[config.mk]
export PLATFORM = sky130hd
export DESIGN_NAME = psum_acc_spad
export DESIGN_NICKNAME = d
export VERILOG_FILES = /design/src/rtl/psum_pkg.sv /design/src/rtl/psum_sat_add.sv /design/src/rtl/psum_acc_spad.sv
export SDC_FILE = /design/constraint.sdc
export NUM_CORES = 1
export LEC_CHECK = 0
export CORE_MARGIN = 4
export CORE_UTILIZATION = 60
export CTS_CLUSTER_SIZE = 8
export DETAILED_ROUTE_END_ITERATION = 6
export PLACE_DENSITY = 0.77
export SYNTH_ARGS = -nofsm -noshare
export SYNTH_HDL_FRONTEND = slang
export SYNTH_SLANG_ARGS = --single-unit
[constraint.sdc]
create_clock -name clk -period 10.1 [get_ports clk]
set_input_delay 3.03 -clock clk [delete_from_list [all_inputs] [get_ports clk]]
set_output_delay 3.03 -clock clk [all_outputs]
set_load 0.02 [all_outputs]
[src/rtl/psum_pkg.sv]
// psum_pkg: op-code and controller-state encodings shared by the psum scratchpad
package psum_pkg;

    typedef enum logic [1:0] {
        OP_READ  = 2'b00,
        OP_WRITE = 2'b01,
        OP_ACCUM = 2'b10,
        OP_NOP   = 2'b11
    } op_e;

    typedef enum logic {
        ST_CLEAR = 1'b0,
        ST_IDLE  = 1'b1
    } state_e;

endpackage

[src/rtl/psum_sat_add.sv]
// psum_sat_add: sign-extend an operand, add it to a stored psum, then saturate or wrap
//   a_i   [DATA_WIDTH]  stored psum (signed)
//   b_i   [IN_WIDTH]    incoming operand (signed)
//   sum_o [DATA_WIDTH]  clamped (SATURATE=1) or wrapped (SATURATE=0) sum
//   ovf_o               sum did not fit in DATA_WIDTH
module psum_sat_add #(
    parameter int IN_WIDTH   = 16,
    parameter int DATA_WIDTH = 20,
    parameter int SATURATE   = 1
) (
    input  logic [DATA_WIDTH-1:0] a_i,
    input  logic [IN_WIDTH-1:0]   b_i,
    output logic [DATA_WIDTH-1:0] sum_o,
    output logic                  ovf_o
);

    localparam int SW = DATA_WIDTH + 1;

    logic signed [DATA_WIDTH:0]   s;
    logic        [DATA_WIDTH-1:0] max_v;
    logic        [DATA_WIDTH-1:0] min_v;

    assign max_v = {1'b0, {(DATA_WIDTH-1){1'b1}}};
    assign min_v = {1'b1, {(DATA_WIDTH-1){1'b0}}};
    assign s     = $signed({a_i[DATA_WIDTH-1], a_i}) + SW'($signed(b_i));
    // The two top bits of the widened sum disagree exactly when it overflowed
    assign ovf_o = s[DATA_WIDTH] ^ s[DATA_WIDTH-1];
    assign sum_o = (ovf_o && SATURATE != 0) ? (s[DATA_WIDTH] ? min_v : max_v) : s[DATA_WIDTH-1:0];

endmodule

[src/rtl/psum_acc_spad.sv]
// psum_acc_spad: partial-sum scratchpad with read/write/accumulate ops and a bulk clear
//   clk, rst                    clock, synchronous active-high reset
//   clr_start / busy            request / progress of zeroing every entry
//   op_valid/op_ready/op_code   op handshake and kind (READ, WRITE, ACCUM, no-op)
//   op_addr, op_data            target entry and signed operand
//   rd_valid, rd_data           READ result, one cycle after issue
//   ovf, addr_err               sticky overflow and out-of-range flags
module psum_acc_spad
    import psum_pkg::*;
#(
    parameter int MEM_DEPTH  = 24,
    parameter int IN_WIDTH   = 16,
    parameter int DATA_WIDTH = 20,
    parameter int ADDR_WIDTH = $clog2(MEM_DEPTH),
    parameter int SATURATE   = 1
) (
    input  logic                  clk,
    input  logic                  rst,
    input  logic                  clr_start,
    output logic                  busy,
    input  logic                  op_valid,
    output logic                  op_ready,
    input  logic [1:0]            op_code,
    input  logic [ADDR_WIDTH-1:0] op_addr,
    input  logic [IN_WIDTH-1:0]   op_data,
    output logic                  rd_valid,
    output logic [DATA_WIDTH-1:0] rd_data,
    output logic                  ovf,
    output logic                  addr_err
);

    state_e                  st_q, st_d;
    logic [ADDR_WIDTH-1:0]   ptr_q, ptr_d;
    // Pending-write stage: every WRITE/ACCUM lands in memory one cycle after issue,
    // so a WRITE following an ACCUM to the same entry naturally writes last.
    logic                    p_v_q, p_v_d;
    logic                    p_acc_q, p_acc_d;
    logic [ADDR_WIDTH-1:0]   p_addr_q, p_addr_d;
    logic [DATA_WIDTH-1:0]   p_base_q, p_base_d;
    logic [IN_WIDTH-1:0]     p_data_q, p_data_d;
    logic                    rd_valid_q, rd_valid_d;
    logic [DATA_WIDTH-1:0]   rd_data_q, rd_data_d;
    logic                    ovf_q, ovf_d;
    logic                    addr_err_q, addr_err_d;
    logic [DATA_WIDTH-1:0]   mem [MEM_DEPTH];
    logic [DATA_WIDTH-1:0]   sum, p_val, cur;
    logic                    sum_ovf, fire, addr_ok;

    psum_sat_add #(
        .IN_WIDTH   (IN_WIDTH),
        .DATA_WIDTH (DATA_WIDTH),
        .SATURATE   (SATURATE)
    ) u_add (
        .a_i   (p_base_q),
        .b_i   (p_data_q),
        .sum_o (sum),
        .ovf_o (sum_ovf)
    );

    assign op_ready = st_q == ST_IDLE;
    assign busy     = st_q == ST_CLEAR;
    assign fire     = op_valid && op_ready;
    assign addr_ok  = int'(op_addr) < MEM_DEPTH;
    assign p_val    = p_acc_q ? sum : DATA_WIDTH'($signed(p_data_q));
    // Forward the pending write so the next op sees the newest value of its entry
    assign cur      = (p_v_q && p_addr_q == op_addr) ? p_val : mem[op_addr];

    assign rd_valid = rd_valid_q;
    assign rd_data  = rd_data_q;
    assign ovf      = ovf_q;
    assign addr_err = addr_err_q;

    always_comb begin
        st_d       = st_q;
        ptr_d      = ptr_q;
        p_v_d      = 1'b0;
        p_acc_d    = p_acc_q;
        p_addr_d   = p_addr_q;
        p_base_d   = p_base_q;
        p_data_d   = p_data_q;
        rd_valid_d = 1'b0;
        rd_data_d  = rd_data_q;
        ovf_d      = ovf_q | (p_v_q && p_acc_q && sum_ovf);
        addr_err_d = addr_err_q | (fire && !addr_ok);
        if (st_q == ST_CLEAR) begin
            ptr_d = ptr_q + 1'b1;
            if (ptr_q == ADDR_WIDTH'(MEM_DEPTH - 1)) begin
                st_d  = ST_IDLE;
                ptr_d = '0;
            end
        end else if (clr_start) begin
            st_d  = ST_CLEAR;
            ptr_d = '0;
        end
        if (fire) begin
            rd_valid_d = op_code == OP_READ;
            rd_data_d  = (op_code == OP_READ) ? (addr_ok ? cur : '0) : rd_data_q;
            p_v_d      = addr_ok && (op_code == OP_WRITE || op_code == OP_ACCUM);
            p_acc_d    = op_code == OP_ACCUM;
            p_addr_d   = op_addr;
            p_base_d   = cur;
            p_data_d   = op_data;
        end
    end

    always_ff @(posedge clk) begin
        if (rst) begin
            st_q       <= ST_CLEAR;
            ptr_q      <= '0;
            p_v_q      <= 1'b0;
            p_acc_q    <= 1'b0;
            p_addr_q   <= '0;
            p_base_q   <= '0;
            p_data_q   <= '0;
            rd_valid_q <= 1'b0;
            rd_data_q  <= '0;
            ovf_q      <= 1'b0;
            addr_err_q <= 1'b0;
        end else begin
            st_q       <= st_d;
            ptr_q      <= ptr_d;
            p_v_q      <= p_v_d;
            p_acc_q    <= p_acc_d;
            p_addr_q   <= p_addr_d;
            p_base_q   <= p_base_d;
            p_data_q   <= p_data_d;
            rd_valid_q <= rd_valid_d;
            rd_data_q  <= rd_data_d;
            ovf_q      <= ovf_d;
            addr_err_q <= addr_err_d;
        end
    end

    // Single write port: the clear owns it while busy; a pending write arriving then is
    // dropped, which is harmless because the clear zeroes every entry anyway.
    always_ff @(posedge clk) begin
        if (!rst && (busy || p_v_q))
            mem[busy ? ptr_q : p_addr_q] <= busy ? '0 : p_val;
    end

endmodule

==> metrics.cfg, run 1 <==
[route]
wire_per_inst_um=27.8
drtPass1Iterations=5
drcViolationCount=0
vias=13000
viasPerCell=6.52
ant_nets=0
drt-total-wl_um=55200
drt_iter0_markers=1479

[worst_setup_path]
cp_cell_sequence=clkbuf_8, buf_4, mux4_2, mux4_2, o21ai_0, o21ai_0, a21oi_1, nor3_1
endpoint=p_base_q[13]
crit_fanout=62
r2r_end=mem[14][6]
critical_path_class=in -> reg
r2r_slack_ps=6130
slowest_delay_ps=650
crit_start=op_addr[0]
critPathCaptureType=flip-flop
worstRegToRegCells=10
arrival_ps=6110
crit_slowest_cell=buf_4
cp-start-kind=primary input
required_ps=10540
r2r-start=p_data_q[0]

[logic_synthesis]
netlist_instances=1340
synth.distinct_cells=75
synth-seq-area-share_pct=69.5
async_flop_share_pct=0
yosys_warnings=0
ys.flop_type=edfxtp_1
avgSynthCellArea_um2=17.0
synth_edf_count=480
syn_nets=1391
syn_area_um2=22800
synth_seq_cells=552

[floorplan]
initial_core_util_pct=60.7
coreArea_um2=37600
ioPinCount=52
fp.dieH_um=203
die-area_um2=41200
rows=71
die_width_um=203

[timing]
final_hold_viol_count=0
fin_crit_sh_pct=56.1
finalSetupViolCount=0
rsz0062_at_grt=false
clock_skew_ps=25.0
slew_violations=0
worst_slew_pin_slew_ps=988
max_freq_ghz=0.177
setup_tns_ps=0
slew-limit-headroom_pct=34.2
period_minus_slack_ps=5670

[job]
maxCapViolCount=0

[layout]
drive_gt1_share_pct=23.1
final_cell_mix=edfxtp_1, mux4_2, nand2_1
final_common_cell=edfxtp_1
area_growth_pct=15.3
design_area_um2=26300
fill_cells=2309
antenna_cells=0
final_nets=1496

[pwr]
intPower_w=0.00399
ir_drop_uv=114
p_leak_nw=9.56
power_density_nw_per_um2=190
pwr-share-comb_pct=2.9
p_switching_w=0.000995
p_sw_share_pct=19.9
power_frac_seq_pct=49.6
clkPwrFrac_pct=47.5

[grt]
grt_pass1_vias=13300
grt_max_degree=66
antenna_found_initial=0
grt_overflow_total=0
grtUsageTotal_pct=27.5
grt_pass1_wl_um=84000

[status]
status=finished clean

[clocking]
ctsLongestPathBuffers=3
clk_latency_ps=590
cts_resized=0
cts_num_sinks=552
numCtsBuffers=79
clkSlewWorstSetupHoldPaths_ps=50
cts_tree=done
h-tree-depth=3
holdBufCountCts=0
cts_setup_buffers=0
cts-root-buf=clkbuf_16

[placement]
io_buffers=51
postPlaceCellArea_um2=24100
gp_congestion=0.876
post-dp-hpwl_um=30500

[worst_hold_path]
hold_start=rd_data[12]
hp-class=reg -> reg

-- worst min path at each step --
stage             endpoint  slack [ps]  cells past startpoint
2_1_floorplan  p_data_q[9]         450                      2
3_3_place_gp   rd_data[12]         440                      2
3_5_place_dp   rd_data[12]         450                      2
4_1_cts        rd_data[12]         450                      2
5_1_grt        rd_data[12]         470                      2
6_report       rd_data[12]         450                      2
-- critical path: cells and delay by family --
kind	cells	cell delay [ps]
buf+inv	2	1220
simple gates	1	70
mux	2	1090
compound gates	3	600
-- through the flow --
step                instances  hold WS (ps)  power (W)  utilization [%]  worst slack [ps]
floorplan                1340           448    0.00261                -              4960
global placement         1875           437    0.00266             64.1              3820
detailed placement       1875           446    0.00266             64.1              3810
CTS                      1989           453    0.00502             70.0              4410
global route             1989           475    0.00515             70.0              4160
finish                   1989           451    0.00499             70.0              4430
-- kinds of logic after synthesis --
group	count (synthesis)	synth area share, %
flops	552	69.5
compound gates	216	6.32
mux	169	15.1
xor+xnor	18	0.691
simple gates	274	5.28
fa+ha+maj	25	1.39
buf+inv	86	1.72
-- state kept, by name, indices dropped and copies added, names as in the netlist --
name and count:
p_acc_q 1, addr_err 1, ptr_q 5, p_data_q 16
op_ready 1, p_v_q 1, p_addr_q 5, ovf 1
rd_valid 1, mem 480, p_base_q 20, rd_data 20
-- metal layers --
| layer | global-route usage [%] | wire length [µm] |
|---|---|---|
| met5 | 0 | 0 |
| met4 | 9.20 | 1410 |
| met3 | 5.35 | 5000 |
| met2 | 44.8 | 27500 |
| met1 | 38.1 | 21300 |
-- layout make-up --
cell class,count,area [µm²],share of cell area [%]
Inverter,9,33.8,0.128
Clock buffer,110,2170,8.24
Tap cell,511,639,2.43
Multi-Input combinational cell,702,6700,25.5
Timing Repair Buffer,101,872,3.31
Clock inverter,4,41.3,0.157
Sequential cell,552,15900,60.3
-- power by group through the flow --
stage	Combinational, W	Sequential (W)	Clock, W
2_1_floorplan	0.0000991	0.00251	0
3_3_place_gp	0.000143	0.00251	0
3_5_place_dp	0.000145	0.00251	0
4_1_cts	0.000147	0.00247	0.00240
5_1_grt	0.000156	0.00247	0.00252
6_report	0.000147	0.00247	0.00237
-- Yosys cell counts (11+ instances only) --
cell | instances | area, µm²
nand2_1 | 109 | 409
a21oi_1 | 60 | 300
edfxtp_1 | 480 | 14400
buf_2 | 18 | 90.1
xor2_1 | 12 | 105
dfxtp_1 | 72 | 1440
nor2_1 | 96 | 360
nand3_1 | 16 | 80.1
nor3_1 | 11 | 55.1
a211oi_1 | 26 | 195
clkbuf_1 | 42 | 158
o21ai_0 | 42 | 210
ha_1 | 23 | 288
mux2i_1 | 25 | 250
mux4_2 | 140 | 3150
Note: power is estimated with default switching activity, not from simulation.
==> run 2: changes to the inputs <==
--- a/config.mk
+++ b/config.mk
@@ -6,10 +6,10 @@
 export NUM_CORES = 1
 export LEC_CHECK = 0
 export CORE_MARGIN = 4
-export CORE_UTILIZATION = 60
+export CORE_UTILIZATION = 56
 export CTS_CLUSTER_SIZE = 8
 export DETAILED_ROUTE_END_ITERATION = 6
-export PLACE_DENSITY = 0.77
+export PLACE_DENSITY = 0.76
 export SYNTH_ARGS = -nofsm -noshare
 export SYNTH_HDL_FRONTEND = slang
 export SYNTH_SLANG_ARGS = --single-unit
==> constraint.sdc (replaced) <==
create_clock -name clk -period 4.94 [get_ports clk]
set_input_delay 1.482 -clock clk [delete_from_list [all_inputs] [get_ports clk]]
set_output_delay 1.482 -clock clk [all_outputs]
set_load 0.02 [all_outputs]
==> metrics.cfg, run 2 (synthesized netlist as in run 1, its figures left out) <==
[timing]
setup_tns_ps=0
period_minus_slack_ps=4000
max_freq_ghz=0.250
final_hold_viol_count=0
slew-limit-headroom_pct=38.1
finalSetupViolCount=0
slew_violations=0
rsz0062_at_grt=false
fin_crit_sh_pct=81.0
worst_slew_pin_slew_ps=926
clock_skew_ps=22.6

[clocking]
holdBufCountCts=0
cts_resized=0
clkSlewWorstSetupHoldPaths_ps=50
cts_tree=done
cts-root-buf=clkbuf_16
ctsLongestPathBuffers=3
cts_num_sinks=552
numCtsBuffers=79
h-tree-depth=3
cts_setup_buffers=0
clk_latency_ps=590

[route]
drt-total-wl_um=56500
drtPass1Iterations=5
viasPerCell=6.53
vias=13200
ant_nets=0
drt_iter0_markers=1394
wire_per_inst_um=28.0
drcViolationCount=0

[worst_setup_path]
crit_fanout=24
arrival_ps=4180
r2r_slack_ps=940
r2r-start=p_data_q[0]
r2r_end=mem[13][2]
crit_buf_inv=0
required_ps=5120
cp-start-kind=flip-flop
crit_family=compound AO/OA/AOI/OAI gates
crit_slowest_cell=o21ba_1
worstRegToRegCells=10
critPathCaptureType=flip-flop
cp_cell_sequence=ha_1, fa_1, a211oi_1, o21ai_2, o2111ai_2, o21a_4, o21ba_1, o2bb2ai_1, a311o_1, and2_1
slowest_delay_ps=630
critical_path_class=reg -> reg

[pwr]
power_frac_seq_pct=49.2
p_leak_nw=9.64
intPower_w=0.00821
ir_drop_uv=219
p_sw_share_pct=20.0
power_density_nw_per_um2=388
p_switching_w=0.00205
pwr-share-comb_pct=3.0
clkPwrFrac_pct=47.7

[layout]
fill_cells=2599
final_common_cell=edfxtp_1
ff_latch_area_um2=15900
final_util_pct=66.1
antenna_cells=0
drive_gt1_share_pct=23.6
top_register=mem
area_growth_pct=15.8
final_cell_mix=edfxtp_1, mux4_2, nand2_1
final_nets=1506
multiInputGateArea_um2=6660
largest_reg_flops=480

[floorplan]
initial_core_util_pct=57.0
coreArea_um2=40000
die_width_um=210
ioPinCount=52
rows=73
die-area_um2=44000
fp.dieH_um=210

[grt]
grt_pass1_vias=13300
grtUsageTotal_pct=25.9
antenna_found_initial=0
grt_max_degree=66
grt_overflow_total=0
grt_pass1_wl_um=85000

[status]
status=finished clean

[worst_hold_path]
hold_path_end=rd_data[12]
hold_start=rd_data[12]
hp-class=reg -> reg
holdPathStages=2

[placement]
gp_congestion=0.887
io_buffers=51
post-dp-hpwl_um=31400

[job]
maxCapViolCount=0

run 2: layout make-up:
cell class	count	area share, %
clock buffer	111	8.17
inverter	9	0.128
sequential	552	60.0
clock inverter	5	0.246
tap	525	2.49
timing repair buffer	111	3.77
multi-input combinational	702	25.2
run 2: worst max-delay path by stage:
stage	startpoint	end	slack [ps]	depth (start not counted)
global route	p_data_q[0]	mem[13][2]	720	10
detailed placement	op_addr[0]	p_base_q[4]	810	8
CTS	p_data_q[0]	mem[12][2]	950	10
global placement	op_addr[0]	p_base_q[4]	860	8
floorplan	p_data_q[15]	mem[0][3]	1190	9
finish	p_data_q[0]	mem[13][2]	940	10
run 2: through the flow:
stage	worst slack, ps	area (µm²)	std cells	hold WS (ps)	total power, W
2_1_floorplan	1190	22800	1340	448	0.00534
3_3_place_gp	857	24200	1899	438	0.00544
3_5_place_dp	811	24200	1899	441	0.00544
4_1_cts	952	26400	2015	448	0.0103
5_1_grt	716	26400	2015	473	0.0106
6_report	940	26400	2015	446	0.0103
run 2: worst register-to-register path, cell delays in order (launching register included):
cell and delay, ps:
dfxtp_1 350, ha_1 260, fa_1 450, a211oi_1 310
o21ai_2 140, o2111ai_2 230, o21a_4 190, o21ba_1 630
o2bb2ai_1 180, a311o_1 380, and2_1 460
run 2: routing by layer:
metal / up-vias / share of wire [%] / wire, µm / global-route usage (%)
li1: 5581 / - / - / -
met1: 6746 / 38 / 21500 / 34.4
met2: 697 / 49 / 27900 / 42.5
met3: 139 / 8.5 / 4830 / 5.49
met4: 0 / 4.0 / 2240 / 10.4
met5: - / 0 / 0 / 0
run 2: power groups by stage:
stage	logic [W]	registers, W	clock network [W]
floorplan	0.000203	0.00513	0
detailed placement	0.000306	0.00514	0
CTS	0.000312	0.00505	0.00496
finish	0.000311	0.00505	0.00490
global placement	0.000302	0.00514	0
global route	0.000329	0.00505	0.00519
==> run 3: changes to the inputs <==
--- a/config.mk
+++ b/config.mk
@@ -6,10 +6,10 @@
 export NUM_CORES = 1
 export LEC_CHECK = 0
 export CORE_MARGIN = 4
-export CORE_UTILIZATION = 56
+export CORE_UTILIZATION = 60
 export CTS_CLUSTER_SIZE = 8
 export DETAILED_ROUTE_END_ITERATION = 6
-export PLACE_DENSITY = 0.76
+export PLACE_DENSITY = 0.77
 export SYNTH_ARGS = -nofsm -noshare
 export SYNTH_HDL_FRONTEND = slang
 export SYNTH_SLANG_ARGS = --single-unit
==> constraint.sdc (replaced) <==
create_clock -name clk -period 3.9 [get_ports clk]
set_input_delay 1.17 -clock clk [delete_from_list [all_inputs] [get_ports clk]]
set_output_delay 1.17 -clock clk [all_outputs]
set_load 0.02 [all_outputs]
==> metrics.cfg, run 3 (synthesized netlist as in run 1, its figures left out) <==
[clocking]
h-tree-depth=3
cts-root-buf=clkbuf_16
clkSlewWorstSetupHoldPaths_ps=50
ctsLongestPathBuffers=3
cts_tree=done
numCtsBuffers=79
cts_setup_buffers=0
cts_num_sinks=552
clk_latency_ps=600

[layout]
fill_cells=2283
top_register=mem
area_growth_pct=16.2
drive_gt1_share_pct=24.2
final_nets=1515
final_common_cell=edfxtp_1
antenna_cells=0
final_cell_mix=edfxtp_1, mux4_2, nand2_1
largest_reg_flops=480

[worst_setup_path]
critical_path_class=reg -> reg
r2r-start=p_data_q[0]
crit_fanout=24
arrival_ps=3820
critPathCaptureType=flip-flop
required_ps=4070
cp-start-kind=flip-flop
crit_start=p_data_q[0]

[route]
viasPerCell=6.64
vias=13300
drtPass1Iterations=6
ant_nets=0
drt-total-wl_um=56900
drt_iter0_markers=1674
wire_per_inst_um=28.3
drcViolationCount=0

[floorplan]
die-area_um2=41200
fp.dieH_um=203
rows=71
initial_core_util_pct=60.7
die_width_um=203
ioPinCount=52
coreArea_um2=37600

[grt]
grt_max_degree=54
grtUsageTotal_pct=28.2
met3_usage_pct=6.39
grt_use_met2_pct=46.3
grt.busiest_layer=met2
grt_pass1_vias=13700
grt_util_met1_pct=38.4
grt_overflow_total=0
grt_pass1_wl_um=86500
antenna_found_initial=1

[worst_hold_path]
hp-class=reg -> reg
hold_start=rd_data[2]

[timing]
slew_violations=0
worst_slew_pin_slew_ps=918
slew-limit-headroom_pct=38.8
period_minus_slack_ps=3650
finalSetupViolCount=0
setup_tns_ps=0
fin_crit_sh_pct=93.6
rsz0062_at_grt=false
max_freq_ghz=0.274
final_hold_viol_count=0
clock_skew_ps=38.8

[pwr]
p_leak_nw=9.68
power_density_nw_per_um2=488
p_total_w=0.0129
ir_drop_uv=301

[status]
status=finished clean

[placement]
post-dp-hpwl_um=32500
io_buffers=51
gp_congestion=0.966

[job]
maxCapViolCount=0

run 3: repair_timing:
item | in CTS | in global routing
hold buffers | 0 | 0
resized for setup | 1 | 1
setup endpoints to repair | 24 | 48
run 3: worst max-delay path, stage by stage, from the launching register on:
cell       delay, ps
dfxtp_1          340
ha_1             230
fa_1             440
a211oi_1         290
o21ai_2          140
o2111ai_2        220
o21a_4           180
o21ba_2          400
o2bb2ai_1        140
a311o_1          360
and2_1           470
run 3: routing by layer:
layer	part of all wire [%]	wire [µm]	vias up
met5	0.021	12	-
met4	3.0	1680	2
met3	10	5730	131
met2	50	28200	828
met1	37	21300	6779
li1	-	-	5597
run 3: path summary, 6_finish.rpt:
kind              cells after the start  slack, ps    endpoint
setup / recovery                     10        250   mem[3][2]
hold reg to reg                       2        450  rd_data[2]
hold / removal                        2        450  rd_data[2]
setup reg to reg                     10        250   mem[3][2]
run 3: final cells by class:
| class | instances | area, µm² | area share (%) |
|---|---|---|---|
| Sequential cell | 552 | 15900 | 59.8 |
| Multi-Input combinational cell | 702 | 6670 | 25.2 |
| Clock buffer | 110 | 2120 | 8.01 |
| Timing Repair Buffer | 120 | 1140 | 4.30 |
| Tap cell | 511 | 639 | 2.41 |
| Clock inverter | 5 | 51.3 | 0.193 |
| Inverter | 9 | 33.8 | 0.127 |
run 3: where the power goes:
part           internal [W]  switching (W)
sequential          0.00639      0.0000160
combinational      0.000177       0.000237
clock               0.00373        0.00239
run 3: metrics by stage:
| stage | util [%] | hold WS, ps | setup WS (ps) | area [µm²] | instances |
|---|---|---|---|---|---|
| 6_report | 70.6 | 446 | 250 | 26500 | 2009 |
| 5_1_grt | 70.6 | 466 | 101 | 26500 | 2009 |
| 4_1_cts | 70.5 | 452 | 19.8 | 26500 | 2009 |
| 3_5_place_dp | 64.7 | 444 | 31.6 | 24300 | 1894 |
| 3_3_place_gp | 64.7 | 437 | 218 | 24300 | 1894 |
| 2_1_floorplan | - | 448 | 148 | 22800 | 1340 |
